===== config.mk =====
export PLATFORM = sky130hd
export DESIGN_NAME = ndro_pulse_driver_flat
export DESIGN_NICKNAME = d
export VERILOG_FILES = /design/src/rtl/ndro_pulse_driver_if.sv /design/src/rtl/ndro_pulse_driver.sv /design/src/flat_wrapper.sv
export SDC_FILE = /design/constraint.sdc
export NUM_CORES = 1
export LEC_CHECK = 0
export BUFFER_PORTS_ARGS = -buffer_cell sky130_fd_sc_hd__buf_2
export CORE_UTILIZATION = 57
export CTS_CLUSTER_SIZE = 40
export DETAILED_ROUTE_END_ITERATION = 12
export PLACE_DENSITY = 0.74
export SETUP_SLACK_MARGIN = 0.4
export SYNTH_ARGS = -nofsm -noshare
export SYNTH_HDL_FRONTEND = slang
export SYNTH_SLANG_ARGS = --single-unit

===== constraint.sdc =====
create_clock -name clk -period 2.24 [get_ports clk]
set_input_delay 0.448 -clock clk [delete_from_list [all_inputs] [get_ports clk]]
set_output_delay 0.448 -clock clk [all_outputs]
set_load 0.02 [all_outputs]

===== src/rtl/ndro_pulse_driver_if.sv =====
// Command/response handshake between a sequencer and the NDRO pulse driver.
interface ndro_pulse_driver_if;
    logic       cmd_valid;
    logic [1:0] cmd_op;
    logic       cmd_ready;
    logic       rsp_valid;
    logic       rsp_data;
    logic       rsp_mismatch;

    modport master (
        output cmd_valid, cmd_op,
        input  cmd_ready, rsp_valid, rsp_data, rsp_mismatch
    );

    modport slave (
        input  cmd_valid, cmd_op,
        output cmd_ready, rsp_valid, rsp_data, rsp_mismatch
    );
endinterface


===== src/rtl/ndro_pulse_driver.sv =====
// Edge-encoded SET/RESET/READ driver for one NDRO cell, with hold-spacing guards
// and a synchronised out-toggle read path.
module ndro_pulse_driver #(
    parameter int unsigned HOLD_CYCLES = 2,
    parameter int unsigned READ_WAIT   = 4
) (
    input  logic               clk,
    input  logic               rst_n,
    ndro_pulse_driver_if.slave bus,
    output logic               ndro_set,
    output logic               ndro_reset,
    output logic               ndro_clk,
    input  logic               ndro_out,
    output logic               shadow
);
    localparam int unsigned   CW       = 4;
    localparam logic [CW-1:0] CNT_MAX  = CW'(15);
    localparam logic [CW-1:0] HOLD     = CW'(HOLD_CYCLES);
    localparam logic [CW-1:0] RWAIT    = CW'(READ_WAIT);
    localparam logic [1:0]    OP_SET   = 2'b01;
    localparam logic [1:0]    OP_RESET = 2'b10;
    localparam logic [1:0]    OP_READ  = 2'b11;

    typedef enum logic [1:0] {IDLE, GUARD, WAIT_OUT} state_t;

    state_t        state_q, state_d;
    logic [1:0]    sync_q;
    logic          out_s;
    logic          guard_set_q, guard_set_d;
    logic [CW-1:0] since_rst_q, since_rst_d;
    logic [CW-1:0] since_clk_q, since_clk_d;
    logic [CW-1:0] wait_q, wait_d;
    logic          set_q, set_d, reset_q, reset_d, nclk_q, nclk_d;
    logic          shadow_q, shadow_d, out_prev_q, out_prev_d;
    logic          ready_q, ready_d;
    logic          rsp_valid_q, rsp_valid_d, rsp_data_q, rsp_data_d, rsp_mis_q, rsp_mis_d;
    logic          set_ok, reset_ok, fire_set, fire_reset;

    // Two-flop synchroniser for the asynchronous cell output.
    always_ff @(posedge clk or negedge rst_n) begin
        if (!rst_n) sync_q <= 2'b00;
        else        sync_q <= {sync_q[0], ndro_out};
    end
    assign out_s = sync_q[1];

    // Counters hold the edge distance since the last toggle, so the guards are simple compares.
    assign set_ok   = (since_rst_q >= HOLD);
    assign reset_ok = (since_clk_q >= HOLD);

    always_comb begin
        state_d     = state_q;
        guard_set_d = guard_set_q;
        wait_d      = wait_q;
        since_rst_d = (since_rst_q == CNT_MAX) ? since_rst_q : since_rst_q + CW'(1);
        since_clk_d = (since_clk_q == CNT_MAX) ? since_clk_q : since_clk_q + CW'(1);
        set_d       = set_q;
        reset_d     = reset_q;
        nclk_d      = nclk_q;
        shadow_d    = shadow_q;
        out_prev_d  = out_prev_q;
        rsp_valid_d = 1'b0;
        rsp_data_d  = rsp_data_q;
        rsp_mis_d   = rsp_mis_q;
        fire_set    = 1'b0;
        fire_reset  = 1'b0;

        case (state_q)
            IDLE: begin
                if (bus.cmd_valid) begin
                    case (bus.cmd_op)
                        OP_SET: begin
                            if (set_ok) fire_set = 1'b1;
                            else begin
                                guard_set_d = 1'b1;
                                state_d     = GUARD;
                            end
                        end
                        OP_RESET: begin
                            if (reset_ok) fire_reset = 1'b1;
                            else begin
                                guard_set_d = 1'b0;
                                state_d     = GUARD;
                            end
                        end
                        OP_READ: begin
                            nclk_d      = ~nclk_q;
                            since_clk_d = CW'(1);
                            out_prev_d  = out_s;
                            wait_d      = CW'(1);
                            state_d     = WAIT_OUT;
                        end
                        default: ;
                    endcase
                end
            end
            GUARD: begin
                if (guard_set_q && set_ok) begin
                    fire_set = 1'b1;
                    state_d  = IDLE;
                end else if (!guard_set_q && reset_ok) begin
                    fire_reset = 1'b1;
                    state_d    = IDLE;
                end
            end
            WAIT_OUT: begin
                if (wait_q == RWAIT) begin
                    rsp_valid_d = 1'b1;
                    rsp_data_d  = out_s ^ out_prev_q;
                    rsp_mis_d   = (out_s ^ out_prev_q) ^ shadow_q;
                    state_d     = IDLE;
                end else begin
                    wait_d = wait_q + CW'(1);
                end
            end
            default: state_d = IDLE;
        endcase

        if (fire_set) begin
            set_d    = ~set_q;
            shadow_d = 1'b1;
        end
        if (fire_reset) begin
            reset_d     = ~reset_q;
            shadow_d    = 1'b0;
            since_rst_d = CW'(1);
        end
        ready_d = (state_d == IDLE);
    end

    always_ff @(posedge clk or negedge rst_n) begin
        if (!rst_n) begin
            state_q     <= IDLE;
            guard_set_q <= 1'b0;
            wait_q      <= '0;
            since_rst_q <= CNT_MAX;
            since_clk_q <= CNT_MAX;
            set_q       <= 1'b0;
            reset_q     <= 1'b0;
            nclk_q      <= 1'b0;
            shadow_q    <= 1'b0;
            out_prev_q  <= 1'b0;
            ready_q     <= 1'b1;
            rsp_valid_q <= 1'b0;
            rsp_data_q  <= 1'b0;
            rsp_mis_q   <= 1'b0;
        end else begin
            state_q     <= state_d;
            guard_set_q <= guard_set_d;
            wait_q      <= wait_d;
            since_rst_q <= since_rst_d;
            since_clk_q <= since_clk_d;
            set_q       <= set_d;
            reset_q     <= reset_d;
            nclk_q      <= nclk_d;
            shadow_q    <= shadow_d;
            out_prev_q  <= out_prev_d;
            ready_q     <= ready_d;
            rsp_valid_q <= rsp_valid_d;
            rsp_data_q  <= rsp_data_d;
            rsp_mis_q   <= rsp_mis_d;
        end
    end

    assign ndro_set         = set_q;
    assign ndro_reset       = reset_q;
    assign ndro_clk         = nclk_q;
    assign shadow           = shadow_q;
    assign bus.cmd_ready    = ready_q;
    assign bus.rsp_valid    = rsp_valid_q;
    assign bus.rsp_data     = rsp_data_q;
    assign bus.rsp_mismatch = rsp_mis_q;
endmodule


===== src/flat_wrapper.sv =====
// flat-port wrapper written by rule: the top's interface ports become plain ports
module ndro_pulse_driver_flat 
#(
    parameter int unsigned HOLD_CYCLES = 2,
    parameter int unsigned READ_WAIT   = 4
)
  (clk, rst_n, ndro_set, ndro_reset, ndro_clk, ndro_out, shadow, bus_cmd_valid, bus_cmd_op, bus_cmd_ready, bus_rsp_valid, bus_rsp_data, bus_rsp_mismatch);
  ndro_pulse_driver_if bus_i ();
  input  logic clk;
  input  logic rst_n;
  output logic ndro_set;
  output logic ndro_reset;
  output logic ndro_clk;
  input  logic ndro_out;
  output logic shadow;
  input wire logic [$bits(bus_i.cmd_valid)-1:0] bus_cmd_valid;
  input wire logic [$bits(bus_i.cmd_op)-1:0] bus_cmd_op;
  output wire logic [$bits(bus_i.cmd_ready)-1:0] bus_cmd_ready;
  output wire logic [$bits(bus_i.rsp_valid)-1:0] bus_rsp_valid;
  output wire logic [$bits(bus_i.rsp_data)-1:0] bus_rsp_data;
  output wire logic [$bits(bus_i.rsp_mismatch)-1:0] bus_rsp_mismatch;
  assign bus_i.cmd_valid = bus_cmd_valid;
  assign bus_i.cmd_op = bus_cmd_op;
  assign bus_cmd_ready = bus_i.cmd_ready;
  assign bus_rsp_valid = bus_i.rsp_valid;
  assign bus_rsp_data = bus_i.rsp_data;
  assign bus_rsp_mismatch = bus_i.rsp_mismatch;
  ndro_pulse_driver #(.HOLD_CYCLES(HOLD_CYCLES), .READ_WAIT(READ_WAIT)) u_core (.clk(clk), .rst_n(rst_n), .bus(bus_i), .ndro_set(ndro_set), .ndro_reset(ndro_reset), .ndro_clk(ndro_clk), .ndro_out(ndro_out), .shadow(shadow));
endmodule

* After elaboration in Yosys (flattened, before gate mapping)
Index checks and enable logic that the tools add are counted.
** Word-level totals
- Memory bits (writable) :: 0
- Memories kept :: 0
- Input port bits :: 6
- Output and inout port bits :: 8
- Bits in read-only memories :: 0
- Latch bits :: 0
- Register bits :: 26
** Operators by class
- Equality and inequality tests :: 14
- Reduce and logical (&&, ||, !) cells :: 12
- $mul :: 0
- Add/subtract/negate cells :: 3
- Divide/modulo/power cells :: 0
- Magnitude comparators :: 2
- Bitwise operators :: 5
- Mux-type cells :: 36
- Shift-type cells :: 0
** Operator list (number)
- 4-bit two-way mux :: 9
- 1-bit two-way mux :: 15
- 4-bit by 1-bit adder with 4-bit output (second input constant) :: 3
- 2-bit two-way mux :: 6
- 2-bit one-hot mux with 3 select lines :: 2
- 2-bit inequality test (second input constant) :: 5
- 4-bit equality test (second input constant) :: 2
- 4-bit by 2-bit >= comparator with 1-bit output (second input constant) :: 2
- 4-bit one-hot mux with 2 select lines :: 1
- 2-bit equality test (second input constant) :: 3
- 1-bit one-hot mux with 2 select lines :: 3
- 2-bit nonzero test :: 3
- 5-bit AND reduction :: 1
- 2-bit by 1-bit equality test with 1-bit output (second input constant) :: 2
- 4-bit by 3-bit equality test with 1-bit output (second input constant) :: 1
- 2-bit logical NOT :: 2
- 4-bit AND reduction :: 1
- 1-bit NOT :: 3
- 3-bit AND reduction :: 1
- 1-bit logical AND :: 2
- 2-bit by 1-bit inequality test with 1-bit output (second input constant) :: 1
- 2-bit AND reduction :: 1
- 1-bit bitwise XOR :: 2
- 1-bit logical NOT :: 1

* Logic depth before layout (Yosys ltp)
- Depth in word-level cells :: 7
- Mapped depth :: 7
- Gate-level depth less buffers :: 6

* Least setup slack after synthesis
No wires, ideal clock.
- Kind :: register to register
- Start :: register u_core.since_rst_q[0]
- End :: register u_core.ready_q (netlist: u_core.bus.cmd_ready)
- Setup slack :: 551 ps
- Required time :: 2156 ps
- Buffers on the path :: 0
- Arrival time :: 1605 ps
- Stages on the path, launching flop included :: 7
- Setup time :: 84 ps
- Cells stage by stage :: dfstp_2 -> inv_1 -> ha_1 -> nor4_2 -> a22oi_1 -> o32ai_2 -> nor2_1
** Between the ends
- Cells in the longest elaborated chain, start to end :: 6
** RTL lines
- start, declared :: RTL line ndro_pulse_driver.sv:30 : logic [CW-1:0] since_rst_q, since_rst_d;
- start signal, assigned :: RTL line ndro_pulse_driver.sv:150 : since_rst_q <= since_rst_d;
- 4-bit by 2-bit >= comparator with 1-bit output (*) :: RTL line ndro_pulse_driver.sv:47 : assign set_ok = (since_rst_q >= HOLD);
- 2-bit two-way mux :: RTL line ndro_pulse_driver.sv:72 : if (set_ok) fire_set = 1'b1;
- 2-bit one-hot mux with 3 select lines :: RTL line ndro_pulse_driver.sv:70 : case (bus.cmd_op)
- 2-bit two-way mux :: RTL line ndro_pulse_driver.sv:69 : if (bus.cmd_valid) begin
- 2-bit one-hot mux with 3 select lines (*) :: RTL line ndro_pulse_driver.sv:67 : case (state_q)
- via u_core.state_d[0] :: RTL line ndro_pulse_driver.sv:26 : state_t state_q, state_d;
- 2-bit logical NOT (*) :: RTL line ndro_pulse_driver.sv:127 : ready_d = (state_d == IDLE);
- via u_core.ready_d :: RTL line ndro_pulse_driver.sv:35 : logic ready_q, ready_d;
- end signal, assigned :: RTL line ndro_pulse_driver.sv:157 : ready_q <= ready_d;
- end, declared :: RTL line ndro_pulse_driver.sv:35
The timed path passes the listed nets; every way through them passes the cells marked *.
A chain may end at the register's enable or synchronous reset.

* Final worst setup path
- Start :: register u_core.since_clk_q[0]
- End :: register u_core.ready_q (netlist: u_core.bus.cmd_ready)
** Between the ends
- Cells in the longest elaborated chain, start to end :: 6
** RTL lines
- start, declared :: RTL line ndro_pulse_driver.sv:31 : logic [CW-1:0] since_clk_q, since_clk_d;
- start signal, assigned :: RTL line ndro_pulse_driver.sv:151 : since_clk_q <= since_clk_d;
- 4-bit by 2-bit >= comparator with 1-bit output (*) :: RTL line ndro_pulse_driver.sv:48 : assign reset_ok = (since_clk_q >= HOLD);
- 2-bit two-way mux / 1-bit logical AND (equally long branches) :: RTL line ndro_pulse_driver.sv:79, ndro_pulse_driver.sv:100
- 2-bit one-hot mux with 3 select lines / 2-bit two-way mux (equally long branches) :: RTL line ndro_pulse_driver.sv:70, ndro_pulse_driver.sv:100
- 2-bit two-way mux, on equally long branches :: RTL line ndro_pulse_driver.sv:69, ndro_pulse_driver.sv:97
- 2-bit one-hot mux with 3 select lines (*) :: RTL line ndro_pulse_driver.sv:67
- via u_core.state_d[0] :: RTL line ndro_pulse_driver.sv:26
- 2-bit logical NOT (*) :: RTL line ndro_pulse_driver.sv:127
- via u_core.ready_d :: RTL line ndro_pulse_driver.sv:35
Marked as above.

==> impl_metrics.env <==
export IMPL_grt_pass1_vias=949
export IMPL_p_seq_frac=0.468
export IMPL_globalplace_congestion=0.817
export IMPL_h_tree_depth=1
export IMPL_fin_crit_ns=1.78
export IMPL_finalSetupViolations=0
export IMPL_skew_ns=0.00418
export IMPL_boundaryPins=14
export IMPL_dr_pass1_iters=4
export IMPL_area_growth_synth_to_final_pct=11.3
export IMPL_die_y_um=50.8
export IMPL_netlist_instances=123
export IMPL_maxSlewHeadroom=0.641
export IMPL_max_freq_ghz=0.563
export IMPL_hpwl_mm=1.65
export IMPL_post_route_period_util=0.793
export IMPL_vias=966
export IMPL_postCtsHoldBufs=0
export IMPL_core_um2=2230
export IMPL_port_buffers=13
export IMPL_placementRows=17
export IMPL_crit_end="u_core.bus.cmd_ready$_DFF_PN1_"
export IMPL_synth_seq_area_share=0.487
export IMPL_overflow=0
export IMPL_ant_nets=0
export IMPL_crit_path_start="u_core.since_clk_q[0]$_DFF_PN1_"
export IMPL_final_common_cell="dfrtp_1"
export IMPL_irDropWorstVdd_uv=1090
export IMPL_synthesis_area_um2=1360
export IMPL_crit_chain="inv_1 -> ha_1 -> nor4_4 -> a22oi_1 -> o32ai_2 -> nor2_1"
export IMPL_antenna_cells=0
export IMPL_slew_violations=0
export IMPL_yosysWarnings=0
export IMPL_cpPeakStageDelay_ns=0.60
export IMPL_clock_tree_buffer_depth=2
export IMPL_grt_setup_unrepaired="true"
export IMPL_dieWidth_um=50.8
export IMPL_avgSynthCellArea_um2=11.0
export IMPL_clk_pin_slew_worst_paths_ns=0.14
export IMPL_r2r_slack_ns=0.46
export IMPL_power_switching_w=0.000835
export IMPL_synth_nets=139
export IMPL_status="finished, final reports clean"
export IMPL_nets=155
export IMPL_tritoncts="done"
export IMPL_cp_depth=6
export IMPL_critPathLaunchType="flop"
export IMPL_hold_viol=0
export IMPL_cp_required_ns=2.50
export IMPL_track_usage=0.219
export IMPL_grt_max_degree=27
export IMPL_slowest_stage="dfstp_2"
export IMPL_die_area_um2=2580
export IMPL_cts_buffers=3
export IMPL_synth_seq_cells=26
export IMPL_cp_buffers_inverters=1
export IMPL_intPower_w=0.00130
export IMPL_cts_sinks=26
export IMPL_crit_type="reg -> reg"
export IMPL_r2r_end="u_core.bus.cmd_ready$_DFF_PN1_"
export IMPL_mostFrequentLayoutCells="17 x dfrtp_1, 14 x nor2_1, 13 x buf_2"
export IMPL_setup_ws_ns=0.463
export IMPL_root_buffer="clkbuf_4"
export IMPL_routed_via_density=5.82
export IMPL_swShare=0.390
export IMPL_worstPathMaxFanout=5
export IMPL_wl_per_cell_um=14.0
export IMPL_start_util=0.608
export IMPL_cp_end_kind="flop"
export IMPL_post_route_drc_count=0
export IMPL_antenna_found_initial=0
export IMPL_clk_latency_ns=0.32
export IMPL_drive_above_1_share=0.254
export IMPL_cellPowerDensity_nw_per_um2=1410
export IMPL_leakagePower_nw=0.686
export IMPL_r2r_start="u_core.since_clk_q[0]$_DFF_PN1_"
export IMPL_arrival_ns=2.03
export IMPL_postLayoutCellArea_um2=1510
export IMPL_setup_tns_ns=0
export IMPL_routed_wl_mm=2.33
export IMPL_drt_first_iter_violations=19
export IMPL_hold_path_class="in -> async"
export IMPL_p_comb_frac=0.384
export IMPL_grt_pass1_wl_mm=4.13
export IMPL_r2r_cells=6
export IMPL_cap_violations=0
export IMPL_place_ws_ns=0.433
export IMPL_crit_family="flip-flops"
export IMPL_synth_cell_types=39
export IMPL_tightest_slew_ns=0.539
export IMPL_place_area_um2=1430
export IMPL_pwr_share_clk=0.148
Yosys cell counts:
cell type | n | share of area
nor2b_1 | 1 | 0.0046
a31oi_1 | 2 | 0.0092
o21ai_1 | 1 | 0.0037
inv_1 | 6 | 0.017
and3b_1 | 1 | 0.0064
o32ai_2 | 1 | 0.012
nand4_1 | 1 | 0.0046
mux2i_1 | 2 | 0.015
buf_4 | 1 | 0.0055
mux2_1 | 3 | 0.025
nor3b_1 | 2 | 0.011
buf_6 | 1 | 0.0083
nand2b_1 | 2 | 0.0092
a21oi_1 | 2 | 0.0074
buf_2 | 2 | 0.0074
o31ai_1 | 1 | 0.0055
ha_1 | 10 | 0.092
dfrtp_1 | 17 | 0.31
nor2_1 | 14 | 0.039
o21ai_0 | 1 | 0.0037
nor3_2 | 1 | 0.0074
a211oi_1 | 4 | 0.022
xor2_1 | 4 | 0.026
nand3b_1 | 1 | 0.0055
o22a_1 | 1 | 0.0064
mux2_4 | 1 | 0.011
dfstp_2 | 9 | 0.17
nor3_1 | 3 | 0.011
a22oi_1 | 2 | 0.011
and3_1 | 1 | 0.0046
nand3_1 | 7 | 0.026
xnor2_1 | 4 | 0.026
nor4_4 | 1 | 0.016
or4_1 | 1 | 0.0055
nor3b_2 | 1 | 0.0092
nand2_1 | 7 | 0.019
nor4_2 | 1 | 0.0092
o22ai_1 | 2 | 0.0092
inv_2 | 1 | 0.0028
metrics by stage:
step	total power [W]	util	std cells	hold slack, ns
after floorplan	0.00157	-	123	0.152
after global placement	0.00173	0.640	160	0.336
after detailed placement	0.00179	0.640	160	0.340
after CTS	0.00213	0.668	164	0.106
after global routing	0.00230	0.677	166	0.121
final	0.00214	0.677	166	0.0871
sequential cells by signal, indices dropped and copies added (netlist names), 2 cells and up:
signal              flops
u_core.sync_q           2
u_core.since_rst_q      4
u_core.since_clk_q      4
u_core.state_q          2
u_core.wait_q           4
worst register-to-register path: cells and delay by family (launching register included):
family,cells,cell delay [ns]
AOI/OAI and AO/OA,2,0.47
DFF,1,0.60
buffers and inverters,1,0.05
adders and majority gates,1,0.22
and+or+nand+nor,2,0.38
layer usage:
metal	wire [um]	global-route usage
met1	1000	0.290
met4	37	0.120
met2	1200	0.349
met5	0	0
met3	82	0.0268
worst min-delay path by stage:
stage	startpoint	to	slack, ns	cells past startpoint
finish	rst_n	u_core.bus.rsp_mismatch$_DFFE_PN0P_	0.09	1
global route	rst_n	u_core.sync_q[1]$_DFF_PN0_	0.12	1
CTS	rst_n	u_core.bus.rsp_data$_DFFE_PN0P_	0.11	1
detailed placement	u_core.sync_q[0]$_DFF_PN0_	u_core.sync_q[1]$_DFF_PN0_	0.34	0
global placement	u_core.sync_q[0]$_DFF_PN0_	u_core.sync_q[1]$_DFF_PN0_	0.34	0
floorplan	rst_n	u_core.bus.rsp_data$_DFFE_PN0P_	0.15	0
final cells by class:
type,count,area [um2]
multi-input combinational,86,657
clock inverter,1,30.0
inverter,7,26.3
tap,28,35.0
sequential,26,662
fill,176,721
clock buffer,3,22.5
timing repair buffer,15,80.1
power by group through the flow:
stage	sequential, W	clock [W]	combinational [W]
floorplan	0.00103	0	0.000540
global placement	0.000977	0	0.000752
detailed placement	0.000995	0	0.000790
CTS	0.00100	0.000322	0.000810
global route	0.00104	0.000338	0.000931
finish	0.00100	0.000316	0.000821
cell families (layout without fill, tap and decap cells):
| logic type | Yosys count | count (layout) | synth area share |
|---|---|---|---|
| multiplexers | 6 | 6 | 0.0506 |
| XOR/XNOR | 8 | 8 | 0.0516 |
| AND/OR/NAND/NOR | 45 | 45 | 0.188 |
| buffers and inverters | 11 | 26 | 0.0405 |
| adder cells (fa/ha/maj) | 10 | 10 | 0.0921 |
| AO/OA/AOI/OAI | 17 | 17 | 0.0902 |
| flip-flops | 26 | 26 | 0.487 |
timing repair:
action	CTS	global route
endpoints found under the setup margin	1	4
gates resized for setup	1	1
pin swaps	0	2
buffers inserted	0	2
Power figures use the tool's default switching activity.
